File: config.mk
export PLATFORM = sky130hd
export DESIGN_NAME = boss_hp_ctl
export DESIGN_NICKNAME = d
export VERILOG_FILES = /design/src/rtl/boss_hp_ctl.sv
export SDC_FILE = /design/constraint.sdc
export NUM_CORES = 1
export LEC_CHECK = 0
export BUFFER_PORTS_ARGS = -buffer_cell sky130_fd_sc_hd__buf_2
export CAP_MARGIN = 20
export CORE_MARGIN = 1
export CORE_UTILIZATION = 40
export CTS_BUF_LIST = sky130_fd_sc_hd__clkbuf_16
export CTS_CLUSTER_SIZE = 14
export DETAILED_ROUTE_END_ITERATION = 10
export GPL_TIMING_DRIVEN = 1
export PLACE_DENSITY = 0.59
export SLEW_MARGIN = 20
export SYNTH_ARGS = -nofsm -noshare
export SYNTH_HDL_FRONTEND = slang
export SYNTH_SLANG_ARGS = --single-unit
File: constraint.sdc
create_clock -name clk -period 2.01 [get_ports clk]
set_clock_uncertainty 0.15 [all_clocks]
set_input_delay 0.201 -clock clk [delete_from_list [all_inputs] [get_ports clk]]
set_output_delay 0.201 -clock clk [all_outputs]
set_load 0.02 [all_outputs]
File: src/rtl/boss_hp_ctl.sv
// Boss health controller: turns weapon hit edges into damage, enforces
// invulnerability frames, and sequences the death animation.
module boss_hp_ctl #(
    parameter int HP_MAX       = 100,
    parameter int HP_W         = 8,
    parameter int MELEE_DMG    = 5,
    parameter int PROJ_DMG     = 2,
    parameter int IFRAMES      = 8,
    parameter int DEATH_FRAMES = 30
) (
    input  logic            clk,
    input  logic            rst,
    input  logic            frame_tick,
    input  logic [1:0]      game_active,
    input  logic            melee_hit,
    input  logic            projectile_hit,
    output logic            boss_alive,
    output logic [HP_W-1:0] boss_hp,
    output logic            boss_hit_flash,
    output logic            boss_dying,
    output logic            boss_defeated
);

    localparam int CNT_MAX = (IFRAMES > DEATH_FRAMES) ? IFRAMES : DEATH_FRAMES;
    localparam int CNT_W   = $clog2(CNT_MAX + 1);

    typedef enum logic [2:0] {
        IDLE   = 3'd0,
        ACTIVE = 3'd1,
        IFRAME = 3'd2,
        DYING  = 3'd3,
        DEAD   = 3'd4
    } state_t;

    state_t          state_q, state_n;
    logic [HP_W-1:0] hp_q, hp_n;
    logic [CNT_W-1:0] cnt_q, cnt_n;
    logic            defeated_q, defeated_n;
    logic            melee_q, proj_q;
    logic            melee_edge, proj_edge;
    logic [HP_W:0]   dmg, hp_ext;
    logic            running;

    assign melee_edge = melee_hit & ~melee_q;
    assign proj_edge  = projectile_hit & ~proj_q;
    assign running    = (game_active == 2'd1);
    assign hp_ext     = {1'b0, hp_q};

    // Damage is summed one bit wider than the health so a double hit on a
    // nearly-full bar can never overflow before the saturation compare.
    always_comb begin
        dmg = '0;
        if (melee_edge) dmg = dmg + (HP_W+1)'(MELEE_DMG);
        if (proj_edge)  dmg = dmg + (HP_W+1)'(PROJ_DMG);
    end

    always_ff @(posedge clk) begin
        if (rst) begin
            state_q    <= IDLE;
            hp_q       <= HP_W'(HP_MAX);
            cnt_q      <= '0;
            defeated_q <= 1'b0;
            melee_q    <= 1'b0;
            proj_q     <= 1'b0;
        end else begin
            state_q    <= state_n;
            hp_q       <= hp_n;
            cnt_q      <= cnt_n;
            defeated_q <= defeated_n;
            melee_q    <= melee_hit;
            proj_q     <= projectile_hit;
        end
    end

    always_comb begin
        state_n    = state_q;
        hp_n       = hp_q;
        cnt_n      = cnt_q;
        defeated_n = 1'b0;
        // Leaving the fight outranks anything else happening this cycle.
        if (state_q != IDLE && !running) begin
            state_n = IDLE;
            hp_n    = HP_W'(HP_MAX);
            cnt_n   = '0;
        end else begin
            case (state_q)
                IDLE: begin
                    hp_n  = HP_W'(HP_MAX);
                    cnt_n = '0;
                    if (running) state_n = ACTIVE;
                end
                ACTIVE: begin
                    cnt_n = '0;
                    if (dmg != '0) begin
                        if (dmg >= hp_ext) begin
                            hp_n    = '0;
                            state_n = DYING;
                        end else begin
                            hp_n    = hp_q - dmg[HP_W-1:0];
                            state_n = IFRAME;
                        end
                    end
                end
                IFRAME: begin
                    if (frame_tick) begin
                        if (cnt_q == CNT_W'(IFRAMES - 1)) begin
                            cnt_n   = '0;
                            state_n = ACTIVE;
                        end else begin
                            cnt_n = cnt_q + 1'b1;
                        end
                    end
                end
                DYING: begin
                    if (frame_tick) begin
                        if (cnt_q == CNT_W'(DEATH_FRAMES - 1)) begin
                            cnt_n      = '0;
                            state_n    = DEAD;
                            defeated_n = 1'b1;
                        end else begin
                            cnt_n = cnt_q + 1'b1;
                        end
                    end
                end
                DEAD: begin
                    hp_n  = '0;
                    cnt_n = '0;
                end
                default: begin
                    state_n = IDLE;
                    hp_n    = HP_W'(HP_MAX);
                    cnt_n   = '0;
                end
            endcase
        end
    end

    assign boss_alive     = (state_q == ACTIVE) || (state_q == IFRAME);
    assign boss_hp        = hp_q;
    assign boss_hit_flash = (state_q == IFRAME);
    assign boss_dying     = (state_q == DYING);
    assign boss_defeated  = defeated_q;

endmodule

==> results.tsv <==
metric	value	unit
drt_wl_total	2840	um
setup-violations-final	0	
final_util	55.4	%
antenna_found_initial	0	
total_power	0.000966	W
period_minus_slack	1950	ps
synth_fp_nets	153	
ctsLongestPathBuffers	2	
path_cells	or4_4 -> or2_4 -> o31a_1 -> o21ai_2 -> nor2_1	
drt_first_iter_violations	45	
yosys_warnings	0	
syn_area	1160	sq um
portBuffers	18	
startpoint_type	register	
cp.required	2000	ps
place_hpwl	2050	um
synth-edff-count	0	
clk_pin_slew	50	ps
drive_gt1_share	34.5	%
critPathMaxStageDelay	540	ps
synth_area_leaders	dfxtp_1, nor2_1, ha_1	
grt_max_degree	14	
fin_area	1530	sq um
synth.avg_cell_area	8.36	sq um
end_kind	register	
crit_slowest_cell	or4_4	
cts_buffers	3	
start_util	42.2	%
slew_headroom	62.1	%
core	2760	sq um
dieArea	3130	sq um
h-tree-depth	1	
fmax	0.514	GHz
async_reset_ff_share	0	%
final-max-slew-violation-count	0	
vias	1082	
cts-root-buf	clkbuf_16	
drc	0	
place_area	1350	sq um
num_rows	19	
layout_common_cells	nor2_1, dfxtp_1, buf_2	
maxCapViolations	0	
grt_pass1_wl	4720	um
ys.flop_type	dfxtp_1	
syn_to_final_growth	31.5	%
post-route-period-util	96.8	%
clock_latency	250	ps
gp_congestion	0.781	
die_w	55.9	um
worst-path-buf-inv	0	
postCtsHoldBufs	0	
tightest_slew	566	ps
hold_class	in2reg	
fin_nets	183	
ys_seq_elements	19	
hold_viol_final	0	
syn-instance-count	139	
grt_setup_unrepaired	yes	
layout_commonest_cell	nor2_1	
reg2reg_setup_slack	60	ps
peakVddDrop	0.395	mV
viasPerCell	5.44	
cts_tree	done	
yosys.area.top_type	dfxtp_1	
diodes	0	
crit_type	reg2reg	
firstDrtPassIters	4	
critical_path.top_delay_family	simple AND/OR/NAND/NOR gates	
status	complete, no violations	
die_h	55.9	um
synth_top_area_share	32.7	%
grt_pass1_vias	1098	
p_per_area	632	nW/um^2
track_usage	19.2	%
avgRoutedWirePerCell	14.3	um
crit_fanout	3	
ant_nets	0	
overflow	0	
cts.sinks	19	
leakagePower	0.630	nW
cp.arrival	1940	ps
seq_area_frac_synth	32.7	%
yosysUniqueCellTypes	43	
top_level_ports	19	
[timing repair]
item                       in CTS  in global routing
setup buffers                   0                  1
pin swaps                       0                  7
resized for setup               5                 15
setup endpoints to repair       9                  9
[cells by family after synthesis]
| family | count (synthesis) | share of synthesized area, % |
|---|---|---|
| simple gates | 57 | 25.9 |
| xor+xnor | 9 | 6.78 |
| compound gates | 35 | 22.4 |
| buf+inv | 12 | 3.98 |
| fa+ha+maj | 7 | 8.18 |
| flops | 19 | 32.7 |
[Yosys cell counts (all sizes together), types with 2 or more instances]
library cell and number:
nand2 6, inv 8, a2bb2oi 3, or3 2, o221ai 3, and4 2, a21oi 8, nand3 4
nor2 22, nand4 2, nand2b 4, dfxtp 19, or2 3, xor2 4, and2 2, xnor2 5
ha 6, clkbuf 3, a21o 2, nor2b 6, nor3 2, o21ai 7
[power breakdown]
group | leakage, nW | internal (W) | switching [W]
logic | 0.433 | 0.0000731 | 0.0000928
registers | 0.155 | 0.000384 | 0.00000741
clock network | 0.0423 | 0.000265 | 0.000144
[per-layer routing]
| layer | global-route usage (%) | wire length (um) | up-vias |
|---|---|---|---|
| met5 | 0 | 0 | - |
| met4 | 6.97 | 32 | 0 |
| met3 | 3.26 | 73 | 5 |
| met2 | 32.9 | 1380 | 16 |
| met1 | 24.3 | 1350 | 512 |
| li1 | - | - | 549 |
[state kept, by name, indices dropped and copies added, names as in the netlist]
signal,count
boss_defeated,1
boss_hp,8
cnt_q,5
melee_q,1
proj_q,1
state_q,3
[per-stage QoR]
step           TNS (ps)  cells  hold WS, ps  setup slack (ps)
2_1_floorplan         0    139          123              74.6
3_3_place_gp      -25.5    194          287             -25.5
3_5_place_dp       -440    194          297              -121
4_1_cts           -2.86    198         39.6             -2.86
5_1_grt            -113    199         54.1             -63.7
6_report              0    199         37.2              63.7
[worst paths after layout]
kind / start / end / cells after the start
hold reg to reg: boss_hp[1]$_SDFFE_PP0P_ / boss_hp[1]$_SDFFE_PP0P_ / 2
setup / recovery: boss_hp[3]$_SDFFE_PP0P_ / boss_hp[4]$_SDFFE_PP0P_ / 5
hold / removal: rst / proj_q$_SDFF_PP0_ / 2
setup reg to reg: boss_hp[3]$_SDFFE_PP0P_ / boss_hp[4]$_SDFFE_PP0P_ / 5
[layout make-up]
type                       instances  area (sq um)
sequential                        19           382
inverter                           8          30.0
timing repair buffer              29           173
clock buffer                       3          75.1
multi-input combinational        108           827
tap                               31          38.8
clock inverter                     1          3.75
fill                             258          1230
Note: power is estimated with default switching activity, not from simulation.
